<file path="src/rtl/fetch_queue.sv">
`default_nettype none
// ============================================================================
//  Module   : fetch_queue
//  Purpose  : Instruction-fetch queue between the PC stage and decode.
//             Issues in-order requests to instruction memory, tracks them in
//             a circular slot array and hands completed words to decode in
//             program order. A flush empties the queue and arranges for the
//             responses still in flight to be dropped when they return.
//  Ports    : clk, rst            - clock, synchronous active-high reset
//             flush               - kill all queued and in-flight fetches
//             pc_i/pc_valid_i     - fetch address from the PC stage
//             pc_ready_o          - PC accepted this cycle
//             imem_req_o/addr_o   - memory request, word-aligned address
//             imem_gnt_i          - memory accepted the request
//             imem_rvalid_i/rdata - in-order read data return
//             instr_*_o           - head instruction, PC, misaligned flag
//             instr_ready_i       - decode consumes the head
//  Revision : 1.0 - initial release
// ============================================================================
module fetch_queue #(
  parameter int unsigned DEPTH     = 4,
  parameter logic [31:0] NOP_INSTR = 32'h0000_0013
) (
  input  logic        clk,
  input  logic        rst,
  input  logic        flush,
  input  logic [31:0] pc_i,
  input  logic        pc_valid_i,
  output logic        pc_ready_o,
  output logic        imem_req_o,
  output logic [31:0] imem_addr_o,
  input  logic        imem_gnt_i,
  input  logic        imem_rvalid_i,
  input  logic [31:0] imem_rdata_i,
  output logic        instr_valid_o,
  output logic [31:0] instr_o,
  output logic [31:0] instr_pc_o,
  output logic        instr_misaligned_o,
  input  logic        instr_ready_i
);

  localparam int unsigned      c_ptr_w = $clog2(DEPTH);
  localparam int unsigned      c_cnt_w = c_ptr_w + 1;
  localparam logic [c_cnt_w-1:0] c_full = c_cnt_w'(DEPTH);

  // Pointers wrap naturally because DEPTH is a power of two.
  logic [c_ptr_w-1:0] alloc_ptr_q, alloc_ptr_d;
  logic [c_ptr_w-1:0] fill_ptr_q,  fill_ptr_d;
  logic [c_ptr_w-1:0] head_ptr_q,  head_ptr_d;
  logic [c_cnt_w-1:0] count_q,     count_d;
  // Granted but not yet filled; this is what becomes discard work on flush.
  logic [c_cnt_w-1:0] inflight_q,  inflight_d;
  logic [c_cnt_w-1:0] discard_cnt_q, discard_cnt_d;

  logic [31:0]      slot_pc_q   [DEPTH];
  logic [31:0]      slot_pc_d   [DEPTH];
  logic [31:0]      slot_data_q [DEPTH];
  logic [31:0]      slot_data_d [DEPTH];
  logic [DEPTH-1:0] slot_mis_q,  slot_mis_d;
  logic [DEPTH-1:0] slot_done_q, slot_done_d;

  logic w_grant;
  logic w_accept;
  logic w_drop;
  logic w_pop;
  logic w_head_valid;

  // Request side looks only at registered occupancy, so a pop never frees a
  // slot for a same-cycle grant and instr_ready_i never reaches imem_req_o.
  assign imem_req_o  = pc_valid_i & ~flush & ~rst & (count_q < c_full);
  assign imem_addr_o = {pc_i[31:2], 2'b00};
  assign w_grant     = imem_req_o & imem_gnt_i;
  assign pc_ready_o  = w_grant;

  // A beat is dropped while discards are owed; otherwise it fills a slot,
  // provided something is actually outstanding.
  assign w_drop   = imem_rvalid_i & (discard_cnt_q != '0);
  assign w_accept = imem_rvalid_i & (discard_cnt_q == '0) & (inflight_q != '0);

  assign w_head_valid = ~rst & (count_q != '0) & slot_done_q[head_ptr_q];
  assign w_pop        = w_head_valid & instr_ready_i & ~flush;

  assign instr_valid_o      = w_head_valid;
  assign instr_o            = w_head_valid ? slot_data_q[head_ptr_q] : NOP_INSTR;
  assign instr_pc_o         = w_head_valid ? slot_pc_q[head_ptr_q]   : 32'h0;
  assign instr_misaligned_o = w_head_valid & slot_mis_q[head_ptr_q];

  always_comb begin
    alloc_ptr_d   = alloc_ptr_q;
    fill_ptr_d    = fill_ptr_q;
    head_ptr_d    = head_ptr_q;
    count_d       = count_q + c_cnt_w'(w_grant) - c_cnt_w'(w_pop);
    inflight_d    = inflight_q + c_cnt_w'(w_grant) - c_cnt_w'(w_accept);
    discard_cnt_d = discard_cnt_q - c_cnt_w'(w_drop);
    slot_pc_d     = slot_pc_q;
    slot_data_d   = slot_data_q;
    slot_mis_d    = slot_mis_q;
    slot_done_d   = slot_done_q;

    if (w_grant) begin
      slot_pc_d[alloc_ptr_q]   = pc_i;
      slot_mis_d[alloc_ptr_q]  = (pc_i[1:0] != 2'b00);
      slot_done_d[alloc_ptr_q] = 1'b0;
      alloc_ptr_d              = alloc_ptr_q + 1'b1;
    end
    if (w_accept) begin
      slot_data_d[fill_ptr_q] = imem_rdata_i;
      slot_done_d[fill_ptr_q] = 1'b1;
      fill_ptr_d              = fill_ptr_q + 1'b1;
    end
    if (w_pop) begin
      head_ptr_d = head_ptr_q + 1'b1;
    end

    if (flush) begin
      // Everything still outstanding at memory must be dropped on return,
      // except a beat that lands in this very cycle (it has been consumed).
      discard_cnt_d = discard_cnt_q - c_cnt_w'(w_drop) + inflight_q
                      - c_cnt_w'(w_accept);
      alloc_ptr_d   = '0;
      fill_ptr_d    = '0;
      head_ptr_d    = '0;
      count_d       = '0;
      inflight_d    = '0;
      slot_done_d   = '0;
    end
  end

  always_ff @(posedge clk) begin
    if (rst) begin
      alloc_ptr_q   <= '0;
      fill_ptr_q    <= '0;
      head_ptr_q    <= '0;
      count_q       <= '0;
      inflight_q    <= '0;
      discard_cnt_q <= '0;
      slot_done_q   <= '0;
    end else begin
      alloc_ptr_q   <= alloc_ptr_d;
      fill_ptr_q    <= fill_ptr_d;
      head_ptr_q    <= head_ptr_d;
      count_q       <= count_d;
      inflight_q    <= inflight_d;
      discard_cnt_q <= discard_cnt_d;
      slot_done_q   <= slot_done_d;
    end
  end

  // Payload storage needs no reset: the done flags and count gate its use.
  always_ff @(posedge clk) begin
    slot_pc_q   <= slot_pc_d;
    slot_data_q <= slot_data_d;
    slot_mis_q  <= slot_mis_d;
  end

endmodule
`default_nettype wire

</file>
<file path="config.mk">
export PLATFORM = sky130hd
export DESIGN_NAME = fetch_queue
export DESIGN_NICKNAME = d
export VERILOG_FILES = /design/src/rtl/fetch_queue.sv
export SDC_FILE = /design/constraint.sdc
export NUM_CORES = 1
export LEC_CHECK = 0
export ABC_AREA = 1
export CAP_MARGIN = 0
export CORE_ASPECT_RATIO = 1.1
export CORE_UTILIZATION = 55
export DETAILED_ROUTE_END_ITERATION = 8
export MAX_ROUTING_LAYER = met4
export PLACE_DENSITY = 0.81
export SYNTH_ARGS = -nofsm -noshare
export SYNTH_HDL_FRONTEND = slang
export SYNTH_SLANG_ARGS = --single-unit
</file>
<file path="constraint.sdc">
create_clock -name clk -period 4.82 [get_ports clk]
set_clock_uncertainty 0.2 [all_clocks]
set_input_delay 0.964 -clock clk [delete_from_list [all_inputs] [get_ports clk]]
set_output_delay 0.964 -clock clk [all_outputs]
set_load 0.02 [all_outputs]
</file>
==> impl_table.tex, run 1 <==
\begin{tabular}{lr}
\hline
Metric & Value \\
\hline
\multicolumn{2}{l}{\textbf{Floorplanning}} \\
Std-Cell Rows & 55 \\
Core area & 0.0207 mm2 \\
Total die area & 0.0219 mm2 \\
Effective utilization at floorplan & 0.566 \\
Vertical die dimension & 155 um \\
Die Span X & 141 um \\
\# IOs & 171 \\
\multicolumn{2}{l}{\textbf{Logic synthesis}} \\
Number of storage elements in the synthesis netlist & 279 \\
Register area share after synthesis & 0.699 \\
Cell area after technology mapping & 0.0117 mm2 \\
Gate count after technology mapping & 960 \\
Yosys cell types & 27 \\
Avg Cell Area, Syn & 12.2 um2 \\
Total of warnings raised by yosys & 0 \\
\multicolumn{2}{l}{\textbf{Placement}} \\
RD Place Congestion & 0.768 \\
Hpwl dp & 14300 um \\
Worst setup slack before clock tree synthesis & 0.476 ns \\
Number of I/O port buffers & 168 \\
\multicolumn{2}{l}{\textbf{Route}} \\
Vias per cell & 5.28 \\
Total Routed Length & 24200 um \\
First drt pass iteration count & 5 \\
Initial detailed-routing violation count & 443 \\
Post-route DRC violation count & 0 \\
Via Count & 7384 \\
Detail-routed net length per standard cell & 17.3 um \\
Detail Route Antenna Nets & 0 \\
\multicolumn{2}{l}{\textbf{Clocking}} \\
CTS hold repair buffers & 0 \\
Post-cts sizing count & 0 \\
Sink Count & 279 \\
Setup bufs post-CTS & 0 \\
Clock slew at the register clock pins of the worst setup and hold paths & 0.06 ns \\
Clock Latency Late Sink & 0.52 ns \\
H-tree levels & 1 \\
TritonCTS clock tree & built \\
Clock buffer count from CTS & 27 \\
CTS Buffer Depth & 3 \\
Buffer type at the clock tree root & clkbuf\_16 \\
\multicolumn{2}{l}{\textbf{Critical path}} \\
FF-to-FF path depth & 12 \\
Crit end category & primary output \\
Critical Path Fanout Max & 38 \\
Worst flop-to-flop path endpoint & count\_q[2] \\
Cell-by-cell trace of the critical path & clkdlybuf4s50\_1 -> a21oi\_1 -> nand2\_4 -> buf\_4 -> inv\_2 -> o221ai\_1 -> clkdlybuf4s50\_1 \\
Maximum single-stage delay on the critical path & 0.64 ns \\
Worst setup path category & primary input to primary output \\
Worst setup SP type & primary input \\
Cell with the most instances on the worst path & clkdlybuf4s50\_1 \\
Slowest library cell on the worst path & clkdlybuf4s50\_1 \\
Data required, critical path & 3.66 ns \\
CP arrival & 3.13 ns \\
Start of the worst register-to-register path & head\_ptr\_q[0] \\
Flop-to-flop setup slack & 1.96 ns \\
\multicolumn{2}{l}{\textbf{Finish}} \\
Register area & 0.00819 mm2 \\
Share of post-route cells with drive strength above 1 & 0.127 \\
Filler Cell Count & 1436 \\
Area of the multi-input gates & 0.00287 mm2 \\
Most common cell after layout, fill and taps aside & nor2\_1 \\
Area growth from synthesis to layout & 22.4\% \\
Number of nets at the end of the flow & 1180 \\
Most frequent cells in the layout & 265 x nor2\_1, 260 x edfxtp\_1, 167 x clkdlybuf4s50\_1, 137 x o21ai\_0, 60 x a21oi\_2 \\
\multicolumn{2}{l}{\textbf{Timing}} \\
Final hold violations & 0 \\
Setup violation total in the final timing report & 0 \\
TNS Setup & 0 ns \\
Setup ws final & 0.521 ns \\
Unrepaired setup endpoints after global routing & no \\
Peak Freq & 233 MHz \\
Max-Slew Margin vs Limit & 0.517 \\
Worst Tran Pin Value & 0.724 ns \\
Final clock period utilization by the worst path & 0.892 \\
Fin crit period & 4.30 ns \\
Max-slew violation total from the final report & 0 \\
\multicolumn{2}{l}{\textbf{Global routing}} \\
Global-route wire length before repair & 38000 um \\
Number of antenna violations at the first check in global routing & 1 \\
Total overflow reported by the global router & 0 \\
Largest net degree at the start of global routing & 86 \\
Number of global-route vias before repair & 7423 \\
GRT Resource Usage Total & 0.233 \\
\multicolumn{2}{l}{\textbf{Min path}} \\
Worst min-delay path category & flop to flop \\
Hold Startpoint & slot\_done\_q[3] \\
WHS Path Cells & 2 \\
Hold Crit Endpoint & slot\_done\_q[3] \\
\multicolumn{2}{l}{\textbf{Flow run}} \\
Max cap viols & 0 \\
\multicolumn{2}{l}{\textbf{Power}} \\
Power density of the placed cells & 354 mW/mm2 \\
VDD IR-drop max & 0.299 mV \\
Cell leakage power & 4.91 nW \\
\multicolumn{2}{l}{\textbf{Run status}} \\
Result of the run & complete, no violations \\
\hline
\end{tabular}
-- worst max-delay path by stage --
stage          start            end  slack, ns  cells after the start
2_1_floorplan  flush  slot_mis_q[0]       1.07                      6
3_3_place_gp     rst     instr_o[0]       0.53                      7
3_5_place_dp     rst     instr_o[0]       0.48                      7
4_1_cts          rst     instr_o[0]       0.49                      7
5_1_grt          rst     instr_o[0]       0.38                      7
6_report         rst     instr_o[0]       0.52                      7
-- metrics by stage --
step | utilization | instances | power (mW) | hold slack, ns | area [um2]
CTS | 0.692 | 1397 | 5.11 | 0.298 | 14300
global route | 0.692 | 1398 | 5.23 | 0.313 | 14300
floorplan | - | 961 | 2.85 | 0.250 | 11700
detailed placement | 0.647 | 1347 | 2.96 | 0.276 | 13400
finish | 0.692 | 1398 | 5.08 | 0.294 | 14300
global placement | 0.647 | 1347 | 2.95 | 0.263 | 13400
-- metal layers --
metal | global-route usage | part of all wire
met5 | - | 0
met4 | 0.0719 | 0.020
met3 | 0.0299 | 0.068
met2 | 0.410 | 0.52
met1 | 0.280 | 0.40
-- logic make-up (layout without fill, tap and decap cells) --
logic type,after synthesis,after routing,share of synthesized area
fa+ha+maj,18,18,0.0211
other cells,1,3,0.000320
buf+inv,129,280,0.0591
compound gates,222,222,0.115
flops,279,279,0.699
xor+xnor,7,7,0.00523
simple gates,304,304,0.100
-- area by class of cell --
type | count | area share
Sequential cell | 279 | 0.571
Multi-Input combinational cell | 553 | 0.200
Timing Repair Buffer | 185 | 0.127
Clock buffer | 28 | 0.0474
Tap cell | 285 | 0.0249
Clock inverter | 22 | 0.0176
Inverter | 45 | 0.0119
Antenna cell | 1 | 0.000174
-- synth_stat cells, drive strengths merged --
cell,number,area (um2)
nor2,271,1020
inv,45,169
a31oi,1,6.26
dfxtp,19,380
nand2,24,100
buf,65,452
conb,1,3.75
clkbuf,19,71.3
edfxtp,260,7810
a21oi,76,606
nand3,5,25.0
or2,2,12.5
fa,3,60.1
ha,15,188
xnor2,1,8.76
nand4,2,12.5
o221ai,3,26.3
o21ai,142,711
xor2,6,52.6
-- worst max-delay path: cells and delay by family --
family	cells	cell delay (ns)
compound gates	2	0.23
simple gates	1	0.10
buf+inv	4	1.82
-- flip-flops by register name, summed over array words and instances, names as in the netlist --
| name | flops |
|---|---|
| discard_cnt_q | 3 |
| alloc_ptr_q | 2 |
| slot_done_q | 4 |
| slot_pc_q | 128 |
| fill_ptr_q | 2 |
| head_ptr_q | 2 |
| slot_data_q | 128 |
| slot_mis_q | 4 |
| inflight_q | 3 |
| count_q | 3 |
-- report_power, final --
part,switching (mW),internal (mW)
registers,0.00594,2.66
logic,0.131,0.116
clock network,0.865,1.30
total,1.00,4.08
No activity file was read; power rests on OpenSTA's default activity.
==> run 2: changes to the inputs <==
--- a/config.mk
+++ b/config.mk
@@ -8,10 +8,11 @@
 export ABC_AREA = 1
 export CAP_MARGIN = 0
 export CORE_ASPECT_RATIO = 1.1
-export CORE_UTILIZATION = 55
+export CORE_UTILIZATION = 30
+export CTS_CLUSTER_DIAMETER = 60
 export DETAILED_ROUTE_END_ITERATION = 8
+export GPL_ROUTABILITY_DRIVEN = 1
 export MAX_ROUTING_LAYER = met4
-export PLACE_DENSITY = 0.81
 export SYNTH_ARGS = -nofsm -noshare
 export SYNTH_HDL_FRONTEND = slang
 export SYNTH_SLANG_ARGS = --single-unit
==> impl_table.tex, run 2 (synthesis results as in run 1) <==
\begin{tabular}{lr}
\hline
Metric & Value \\
\hline
\multicolumn{2}{l}{\textbf{Timing}} \\
Peak Freq & 234 MHz (+0.49\%) \\
Max-slew violation total from the final report & 0 (unchanged) \\
Unrepaired setup endpoints after global routing & no \\
Max-Slew Margin vs Limit & 0.446 (-0.0707) \\
Fin crit period & 4.28 ns (-0.0209 ns) \\
Final clock period utilization by the worst path & 0.888 (-0.00433) \\
Setup violation total in the final timing report & 0 (unchanged) \\
Worst hold margin & 0.279 ns (-0.0146 ns) \\
Final hold violations & 0 (unchanged) \\
TNS Setup & 0 ns (unchanged) \\
Worst Tran Pin Value & 0.831 ns (+0.106 ns) \\
\multicolumn{2}{l}{\textbf{Min path}} \\
Worst min-delay path category & flop to flop \\
\multicolumn{2}{l}{\textbf{Finish}} \\
Number of nets at the end of the flow & 1192 (+1.0\%) \\
Post-route core utilization & 0.387 (-0.305) \\
Area growth from synthesis to layout & 26.6\% \\
Share of post-route cells with drive strength above 1 & 0.130 (+0.00352) \\
Most common cell after layout, fill and taps aside & nor2\_1 \\
Most frequent cells in the layout & 265 x nor2\_1, 260 x edfxtp\_1, 167 x clkdlybuf4s50\_1, 137 x o21ai\_0, 60 x a21oi\_2 \\
Total non-filler cell area in the finished layout & 0.0148 mm2 (+3.4\%) \\
Final standard cell count with taps included and fillers excluded & 1629 (+17\%) \\
Largest registers ranked by flip-flop count & slot\_data\_q (128), slot\_pc\_q (128) \\
\multicolumn{2}{l}{\textbf{Clocking}} \\
Clock Latency Late Sink & 0.50 ns (-0.02 ns) \\
TritonCTS clock tree & built \\
Post-cts sizing count & 0 (unchanged) \\
CTS hold repair buffers & 0 (unchanged) \\
Buffer type at the clock tree root & clkbuf\_16 \\
H-tree levels & 2 (+1) \\
Clock buffer count from CTS & 35 (+30\%) \\
Sink Count & 279 (unchanged) \\
CTS Buffer Depth & 3 (unchanged) \\
Clock slew at the register clock pins of the worst setup and hold paths & 0.05 ns (about the same) \\
Setup bufs post-CTS & 0 (unchanged) \\
\multicolumn{2}{l}{\textbf{Critical path}} \\
Worst setup SP type & primary input \\
Cell-by-cell trace of the critical path & clkdlybuf4s50\_1 -> a21oi\_1 -> nand2\_4 -> buf\_4 -> a21oi\_2 -> clkdlybuf4s50\_1 \\
Cell family with most CP delay & buffers and inverters \\
Worst setup path category & primary input to primary output \\
Crit end category & primary output \\
Data required, critical path & 3.66 ns (about the same) \\
Number of buffers and inverters on the critical path & 3 (-1) \\
Critical Path Fanout Max & 38 (unchanged) \\
Cell with the most instances on the worst path & clkdlybuf4s50\_1 \\
CP arrival & 3.11 ns (-0.02 ns) \\
Maximum single-stage delay on the critical path & 0.63 ns (about the same) \\
Slowest library cell on the worst path & clkdlybuf4s50\_1 \\
\multicolumn{2}{l}{\textbf{Route}} \\
Post-route DRC violation count & 0 (unchanged) \\
Met2 Wirelength & 12600 um (+0.92\%) \\
Top layer reached by signal wires & met4 \\
Total Routed Length & 26800 um (+10\%) \\
Detail-routed net length per standard cell & 16.4 um (-5.2\%) \\
Via Count & 7326 (-0.79\%) \\
Initial detailed-routing violation count & 373 (-16\%) \\
Detail Route Antenna Nets & 0 (unchanged) \\
Metal1 wirelength & 12100 um (+26\%) \\
Sum of met3 wire segment lengths after detailed routing & 1440 um (-13\%) \\
Vias per cell & 4.50 (-15\%) \\
First drt pass iteration count & 4 (-1) \\
\multicolumn{2}{l}{\textbf{Global routing}} \\
Number of antenna violations at the first check in global routing & 1 (unchanged) \\
Global-route wire length before repair & 41700 um (+9.6\%) \\
Largest net degree at the start of global routing & 89 (+3.5\%) \\
Number of global-route vias before repair & 7564 (+1.9\%) \\
Total overflow reported by the global router & 0 (unchanged) \\
GRT Resource Usage Total & 0.140 (-0.0926) \\
\multicolumn{2}{l}{\textbf{Run status}} \\
Result of the run & complete, no violations \\
\multicolumn{2}{l}{\textbf{Floorplanning}} \\
Die Span X & 190 um (+35\%) \\
\# IOs & 171 (unchanged) \\
Std-Cell Rows & 75 (+36\%) \\
Effective utilization at floorplan & 0.306 (-0.260) \\
Core area & 0.0383 mm2 (+85\%) \\
Total die area & 0.0398 mm2 (+82\%) \\
Vertical die dimension & 209 um (+35\%) \\
\multicolumn{2}{l}{\textbf{Placement}} \\
Placed cell areas & 0.0137 mm2 (+2.3\%) \\
RD Place Congestion & 0.745 (-3.0\%) \\
Number of cells in the design after placement & 1566 (+16\%) \\
Hpwl dp & 16200 um (+13\%) \\
Number of I/O port buffers & 168 (unchanged) \\
\multicolumn{2}{l}{\textbf{Flow run}} \\
Max cap viols & 0 (unchanged) \\
\multicolumn{2}{l}{\textbf{Power}} \\
VDD IR-drop max & 0.210 mV (-30\%) \\
Power density of the placed cells & 365 mW/mm2 (+3.2\%) \\
Cell leakage power & 4.99 nW (+1.6\%) \\
\hline
\end{tabular}
## run 2: changes by cell type in the layout (fill, tap and decap cells not counted), sizes merged
cell    delta
clkbuf    +13
buf        +4
bufinv     -3
clkinv     +1
inv        +1
## run 2: through the flow
stage,setup WS [ns],power (mW)
2_1_floorplan,1.07,2.85
3_3_place_gp,0.557,2.96
3_5_place_dp,0.517,2.97
4_1_cts,0.502,5.49
5_1_grt,0.407,5.59
6_report,0.542,5.42
## run 2: path summary, 6_finish.rpt
path / from / end / depth (start not counted) / slack, ns
hold / removal: slot_done_q[0] / slot_done_q[0] / 2 / 0.28
setup / recovery: rst / instr_pc_o[8] / 6 / 0.54
hold reg to reg: slot_done_q[0] / slot_done_q[0] / 2 / 0.28
setup reg to reg: head_ptr_q[0] / count_q[2] / 12 / 2.08
## run 2: area by class of cell
type,instances,area (um2)
Clock inverter,21,173
Clock buffer,41,941
Inverter,45,171
Multi-Input combinational cell,553,2870
Fill cell,3680,23500
Antenna cell,1,2.50
Sequential cell,279,8200
Timing Repair Buffer,189,1850
Tap cell,500,626
## run 2: power by group
part	switching, mW	internal [mW]	leakage (nW)
Sequential	0.00572	2.66	2.49
Clock	0.990	1.51	0.542
Combinational	0.129	0.117	1.95
Total	1.13	4.29	4.99
## run 2: worst reg2reg max path, stage by stage (launching register included)
cell and delay, ns:
dfxtp_4 0.36, inv_4 0.34, nand2_1 0.10, nand3_1 0.10, nand2_2 0.10, nand3_1 0.14, inv_1 0.07, ha_1 0.27
inv_1 0.04, ha_1 0.18, fa_1 0.37, or2_2 0.30, a21oi_1 0.12
## run 2: metal layers
layer,up-vias,GRT usage
met5,-,-
met4,0,0.0403
met3,42,0.0292
met2,181,0.227
met1,3515,0.176
li1,3588,-
==> run 3: changes to the inputs <==
--- a/config.mk
+++ b/config.mk
@@ -13,6 +13,7 @@
 export DETAILED_ROUTE_END_ITERATION = 8
 export GPL_ROUTABILITY_DRIVEN = 1
 export MAX_ROUTING_LAYER = met4
+export SETUP_SLACK_MARGIN = 0.2
 export SYNTH_ARGS = -nofsm -noshare
 export SYNTH_HDL_FRONTEND = slang
 export SYNTH_SLANG_ARGS = --single-unit
==> results of run 3 <==
No change in the layout: final DEF, timing and power equal those of run 2.
